**src/rtl/s_mem_init_multi.sv**
```systemverilog
// s_mem_init_multi: lockstep fill/verify engine for NUM_CH identical S-array memories
module s_mem_init_multi #(
  parameter int ADDR_W = 8,
  parameter int DATA_W = 8,
  parameter int NUM_CH = 1,
  parameter int RD_LAT = 1
) (
  input  logic                     clk,
  input  logic                     rst_n,
  input  logic                     en,
  output logic                     rdy,
  input  logic [1:0]               mode,
  input  logic [DATA_W-1:0]        fill_val,
  output logic [ADDR_W-1:0]        addr,
  output logic [DATA_W-1:0]        wrdata,
  output logic [NUM_CH-1:0]        wren,
  input  logic [NUM_CH*DATA_W-1:0] rddata,
  output logic                     done,
  output logic                     err,
  output logic [NUM_CH-1:0]        err_ch,
  output logic [ADDR_W-1:0]        err_addr
);
  localparam int DEPTH = 1 << ADDR_W;
  localparam int CW = ADDR_W + 1;
  typedef enum logic [1:0] {IDLE, FILL, VERIFY, FINISH} state_t;
  state_t state, state_nx;
  logic [ADDR_W:0] cnt, cnt_nx;
  logic [1:0] mode_q;
  logic [DATA_W-1:0] fill_q;
  logic accept, issue;
  logic [ADDR_W-1:0] pa [RD_LAT];
  logic [RD_LAT-1:0] pv;
  logic [NUM_CH-1:0] mm;
  always_comb begin
    state_nx = state;
    cnt_nx = cnt;
    accept = 1'b0;
    case (state)
      IDLE: if (en) begin
        accept = 1'b1;
        cnt_nx = '0;
        state_nx = mode == 2'd3 ? VERIFY : FILL;
      end
      FILL: begin
        cnt_nx = cnt + 1'b1;
        if (cnt == CW'(DEPTH - 1)) begin
          cnt_nx = '0;
          state_nx = mode_q == 2'd2 ? VERIFY : FINISH;
        end
      end
      VERIFY: begin
        cnt_nx = cnt + 1'b1;
        if (cnt == CW'(DEPTH + RD_LAT - 1)) begin
          cnt_nx = '0;
          state_nx = FINISH;
        end
      end
      default: state_nx = IDLE;
    endcase
  end
  // top counter bit set means the verify pass is only draining the read pipeline
  assign issue = state == VERIFY && !cnt[ADDR_W];
  assign rdy = state == IDLE;
  assign done = state == FINISH;
  assign addr = (state == FILL || issue) ? cnt[ADDR_W-1:0] : '0;
  assign wren = {NUM_CH{state == FILL}};
  assign wrdata = state != FILL ? '0 : mode_q == 2'd1 ? fill_q : DATA_W'(cnt[ADDR_W-1:0]);
  always_comb begin
    mm = '0;
    for (int c = 0; c < NUM_CH; c++)
      mm[c] = pv[RD_LAT-1] && rddata[c*DATA_W +: DATA_W] != DATA_W'(pa[RD_LAT-1]);
  end
  always_ff @(posedge clk or negedge rst_n) begin
    if (!rst_n) begin
      state <= IDLE;
      cnt <= '0;
      mode_q <= '0;
      fill_q <= '0;
      pv <= '0;
      for (int i = 0; i < RD_LAT; i++) pa[i] <= '0;
      err <= 1'b0;
      err_ch <= '0;
      err_addr <= '0;
    end else begin
      state <= state_nx;
      cnt <= cnt_nx;
      pv[0] <= issue;
      pa[0] <= addr;
      for (int i = 1; i < RD_LAT; i++) begin
        pv[i] <= pv[i-1];
        pa[i] <= pa[i-1];
      end
      if (accept) begin
        mode_q <= mode;
        fill_q <= fill_val;
        err <= 1'b0;
        err_ch <= '0;
        err_addr <= '0;
      end else if (|mm) begin
        err <= 1'b1;
        err_ch <= err_ch | mm;
        if (!err) err_addr <= pa[RD_LAT-1];
      end
    end
  end
endmodule

```
**config.mk**
```make
export PLATFORM = sky130hd
export DESIGN_NAME = s_mem_init_multi
export DESIGN_NICKNAME = d
export VERILOG_FILES = /design/src/rtl/s_mem_init_multi.sv
export SDC_FILE = /design/constraint.sdc
export NUM_CORES = 1
export LEC_CHECK = 0
export ABC_AREA = 0
export ABC_CLOCK_PERIOD_IN_PS = 5300
export CAP_MARGIN = 20
export CELL_PAD_IN_SITES_DETAIL_PLACEMENT = 1
export CELL_PAD_IN_SITES_GLOBAL_PLACEMENT = 1
export CORE_MARGIN = 1
export CORE_UTILIZATION = 43
export CTS_BUF_LIST = sky130_fd_sc_hd__clkbuf_8
export DETAILED_ROUTE_END_ITERATION = 7
export PLACE_DENSITY = 0.91
export REMOVE_ABC_BUFFERS = 1
export SLEW_MARGIN = 10
export SYNTH_ARGS = -nofsm -noshare
export SYNTH_HDL_FRONTEND = slang
export SYNTH_SLANG_ARGS = --single-unit
```
**constraint.sdc**
```tcl
create_clock -name clk -period 5.3 [get_ports clk]
set_input_delay 0.795 -clock clk [delete_from_list [all_inputs] [get_ports clk]]
set_output_delay 0.795 -clock clk [all_outputs]
set_load 0.1 [all_outputs]
```
Yosys cells after proc, flatten, opt, wreduce, memory -nomap -nowiden
Cells that the tools add are included.
Operators by class
  eq/ne operators: 14
  bitwise gates (word level): 1
  mux-type cells: 22
  add/subtract/negate cells: 1
  reductions and logical operators: 10
Operators with widths (count)
  $mux 8: 6
  $mux 9: 3
  $pmux 9 s3: 1
  $add 9x1->9 const B: 1
  $eq 9x8->1 const B: 1
  $eq 9x9->1 const B: 1
  $eq 2x2->1 const B: 4
  $mux 2: 4
  $ne 8x8->1: 1
  $mux 1: 7
  $ne 2x1->1 const B: 3
  $pmux 2 s3: 1
  $eq 2x1->1 const B: 2
  $ne 2x2->1 const B: 2
  $reduce_and 2->1: 2
  $reduce_and 3->1: 1
  $reduce_bool 3->1: 1
  $logic_and 1x1->1: 2
  $logic_not 2->1: 1
  $reduce_bool 2->1: 1
  $logic_not 1->1: 1
  $logic_or 1x1->1: 1
  $or 1x1->1: 1
Word-level totals
  register bits after elaboration: 40
  output and inout bits: 29
  bits of input ports: 21
  logic and storage cells: 57

Depth between registers and ports, before layout
  word-level depth: 5
  gate-level depth with buffers: 9
  mapped depth without buffers: 9

Least setup slack after synthesis
OpenSTA, ideal clock, no wires.
  path type: reg-to-output
  start: register state[1]
  end: output port addr[3]
  arrival: 3022 ps
  cell stages (with the launch flop): 5
  path slack: 1483 ps
  data required time: 4505 ps
  buffers on the path: 0
  cell sequence: dfrtp_1 inv_1 ha_1 nor2_1 nor2b_1
On the way
  elaborated cells on any way between the ends: 5
  those cells by class: eq/ne: 2; mux: 1; reduce/logical: 2
RTL lines
  from (decl): RTL line 26  | state_t state, state_nx;
  from (signal assigned): RTL line 85  | state <= state_nx;
  $eq 2x1->1
  net wren: RTL line 16  | output logic [NUM_CH-1:0] wren,
  $logic_or 1x1->1: RTL line 65  | assign addr = (state == FILL || issue) ? cnt[ADDR_W-1:0] : '0;
  $mux 8: RTL line 65
  to (decl): RTL line 14  | output logic [ADDR_W-1:0] addr,
The timed path passes the listed nets, and every way through them passes these cells.

Final worst setup path
  start: register mode_q[1]
  end: output port wrdata[3]
On the way
  cells in the longest elaborated chain, start to end: 3
RTL lines
  from (decl): RTL line 28  | logic [1:0] mode_q;
  from (signal assigned): RTL line 94  | mode_q <= mode;
  $eq 2x1->1: RTL line 67  | assign wrdata = state != FILL ? '0 : mode_q == 2'd1 ? fill_q : DATA_W'(cnt[ADDR_W-1:0]);
  $mux 8 (2 in a row): RTL line 67
  to (decl): RTL line 15  | output logic [DATA_W-1:0] wrdata,
No other way between the ends.

==> results by group <==
Routing
  • DRT Wirelength: 5209 um
  • DRT antenna net count: 0
  • Iteration-0 DRC Markers: 48
  • Wirelength per Cell: 16.23 um
  • Total number of vias: 1683
  • First-pass iteration count of the detailed router: 4
  • Vias/cell: 5.243
  • DRC Markers: 0

Die
  • Die X: 72.46 um
  • Rows: 25
  • # IOs: 50
  • Core Area: 4755 um2
  • Die area: 5250 um2
  • Initial cell density of the core: 0.4489
  • Chip height: 72.46 um

Placed design
  • Setup Slack @ Placement: 1813 ps
  • DP Area: 2671 um2
  • Port-buffer cells: 49
  • GPL Wtd Cong: 0.8024
  • Detailed Place HPWL: 3718 um

Pwr
  • Logic pwr share: 0.047
  • Pleak: 1.215 nW
  • Internal power: 0.0004220 W
  • Switching Power: 0.0001110 W
  • Sequential Power Share: 0.572
  • Clock power share: 0.381
  • Worst IR Drop VDD: 0.09589 mV
  • Net Sw Frac: 0.2083
  • PwrDens: 193.0 nW/um2

Finish
  • Most common cell after layout, fill and taps aside: clkdlybuf4s50_1
  • Final Net Count: 283
  • Most frequent cells in the layout: 48 x clkdlybuf4s50_1, 40 x dfrtp_1, 28 x nand2_1
  • Final instance area: 2761 um2
  • Ratio of cells with drive above 1 in the final layout: 0.09449
  • Fillers: 522
  • Ant diodes: 0
  • Syn-to-layout area delta: 29.37%

Logic synthesis
  • Syn. warnings: 0
  • Simple-Gate Fraction of Synth Area: 0.1735
  • Gate Count Post-Synth: 205
  • Post-synthesis compound-gate area fraction: 0.09848
  • Share of the synthesized area in the top cell type: 0.4689
  • Synth Area in XOR/XNOR: 0.03283
  • Fraction of registers with async set/reset: 1.000
  • Post-synthesis mux area share: 0.1372
  • Synth cell types: 37
  • Syn Area/Cell: 10.41 um2
  • Synth area leader: dfrtp_1
  • Largest cells by area after synthesis: dfrtp_1 47%, mux2i_1 7.0%, ha_1 5.3%
  • Largest family of logic cells by synthesized area: simple AND/OR/NAND/NOR gates
  • Post-synthesis register bit count: 40
  • Post-synthesis sequential area ratio: 0.4689
  • Synthesized area: 2135 um2
  • Synth Area in Adders: 0.05275
  • Main synth FF type: dfrtp_1
  • EDFF count, synth: 0

Hold path
  • Worst Hold Path EP: fill_q[7]
  • Worst Hold Class: flop to flop
  • Hold Path Depth: 1
  • Hold_sp: fill_q[7]

Job
  • Max cap viols: 0

Worst setup path
  • Reg2reg path depth: 9
  • Delay-heaviest family, CP: buffers and inverters
  • CP max stage cell: clkdlybuf4s50_1
  • Critical Path RT: 4510 ps
  • CP Class: flop to output pin
  • RR Endpoint: cnt[2]
  • Register-to-register setup slack: 2840 ps
  • CP peak stage delay: 1170 ps
  • Worst-path maximum fanout: 11
  • Beginning of the worst register-to-register path: cnt[0]
  • Worst path cell trace: nor2b_1 -> mux2i_1 -> nor2b_1 -> clkdlybuf4s50_1
  • Crit path buffers/inverters: 1
  • Crit path top cell by count: nor2b_1
  • Crit path capture type: output pin
  • CP Launch Type: flop
  • Critical path arrival: 3000 ps

Clock network
  • Number of post-CTS setup repair buffers: 0
  • Clock Tree Root: clkbuf_8
  • Post_cts resized: 0
  • Clk_lat worst skew: 290 ps
  • TritonCTS clock tree: built
  • CTS Buffer Depth: 2
  • CTS hold repair buffers: 0
  • Clk slew on worst S/H paths: 80 ps
  • H-tree depth: 2
  • Clk sinks: 40
  • Number of CTS-inserted buffers: 5

Global routing
  • First-pass GRT wire length: 8673 um
  • Gr usage total: 0.2158
  • Number of global-route vias before repair: 1865
  • Antenna violations before repair: 0
  • Largest net degree at the start of global routing: 41
  • Grt ovf: 0

STA
  • RSZ-0062 raised after global routing: no
  • Setup violators final: 0
  • Hold Fails Final Rpt: 0
  • Setup TNS: 0 ps
  • Clock skew: 6.794 ps
  • Fin worst setup slack: 1504 ps
  • Max-slew violations: 0
  • Rel. slew slack: 0.3075
  • Fin crit share: 0.7162
  • Fmax: 263.4 MHz
  • Fin crit period: 3796 ps
  • Worst-Margin Slew: 1037 ps

Outcome
  • Status: finished, final reports clean
## cells by family (layout without fill, tap and decap cells)
group                      after synthesis  in the layout
AOI/OAI and AO/OA                       28             28
xor gates and xnor gates                 8              8
adders and majority gates                9              9
buffers and inverters                   20             69
DFF                                     40             40
muxes                                   27             27
and+or+nand+nor                         73             73
## synth_stat cells, drive strengths merged, types with 3 or more instances
library cell / instances
a21oi: 5
nor2b: 16
or3: 3
ha: 9
inv: 12
nor2: 12
nand2: 28
mux2i: 15
buf: 3
mux2: 12
clkbuf: 5
xnor2: 8
nor3: 3
o21ai: 7
nand3: 3
dfrtp: 40
## state kept, by name, indices dropped and copies added (netlist names)
name      count
state         2
fill_q        8
mode_q        2
cnt           9
pa            8
pv            1
err_ch        1
err_addr      8
err           1
## routing by layer
metal  share of wire  global-route usage  routed length [um]  vias to the layer above
met5               0                   0                   0                        -
met3           0.031             0.02917                 160                       11
met1            0.43              0.2567                2219                      840
met4           0.018             0.07843                  96                        0
li1                -                   -                   -                      794
met2            0.52              0.3956                2732                       38
## power groups by stage
stage	logic, W	clock network (W)	registers, W
4_1_cts	0.0000259	0.000205	0.000305
5_1_grt	0.0000276	0.000215	0.000305
3_5_place_dp	0.0000255	0	0.000311
3_3_place_gp	0.0000251	0	0.000311
2_1_floorplan	0.00000323	0	0.000311
6_report	0.0000251	0.000203	0.000305
## worst max path at each step
stage	slack [ps]	endpoint	from	cells past startpoint
final	1500	wrdata[3]	mode_q[1]	4
after global routing	1320	wrdata[0]	mode_q[1]	4
after CTS	1480	wrdata[3]	mode_q[1]	4
after detailed placement	1810	wrdata[4]	mode_q[1]	4
after global placement	1950	wrdata[7]	mode_q[1]	4
after floorplan	1370	addr[3]	state[1]	4
## area by class of cell
type / instances / area [um2] / share of cell area
repair buffers: 49 / 485.5 / 0.1758
clock inverters: 2 / 7.507 / 0.002719
flip-flops and latches: 40 / 1001 / 0.3625
inverters: 12 / 45.04 / 0.01631
well taps: 67 / 83.83 / 0.03036
multi-input cells: 145 / 1056 / 0.3824
clock buffers: 6 / 82.58 / 0.02990
## metrics by stage
step                  util  hold slack, ps  power (W)  std cells
floorplan                -           479.2  0.0003143        197
global placement    0.5618           495.5  0.0003361        313
detailed placement  0.5618           496.6  0.0003365        313
CTS                 0.5808           513.4  0.0005354        321
global route        0.5808           536.4  0.0005472        321
finish              0.5808           513.5  0.0005331        321
Note: power is estimated with default switching activity, not from simulation.
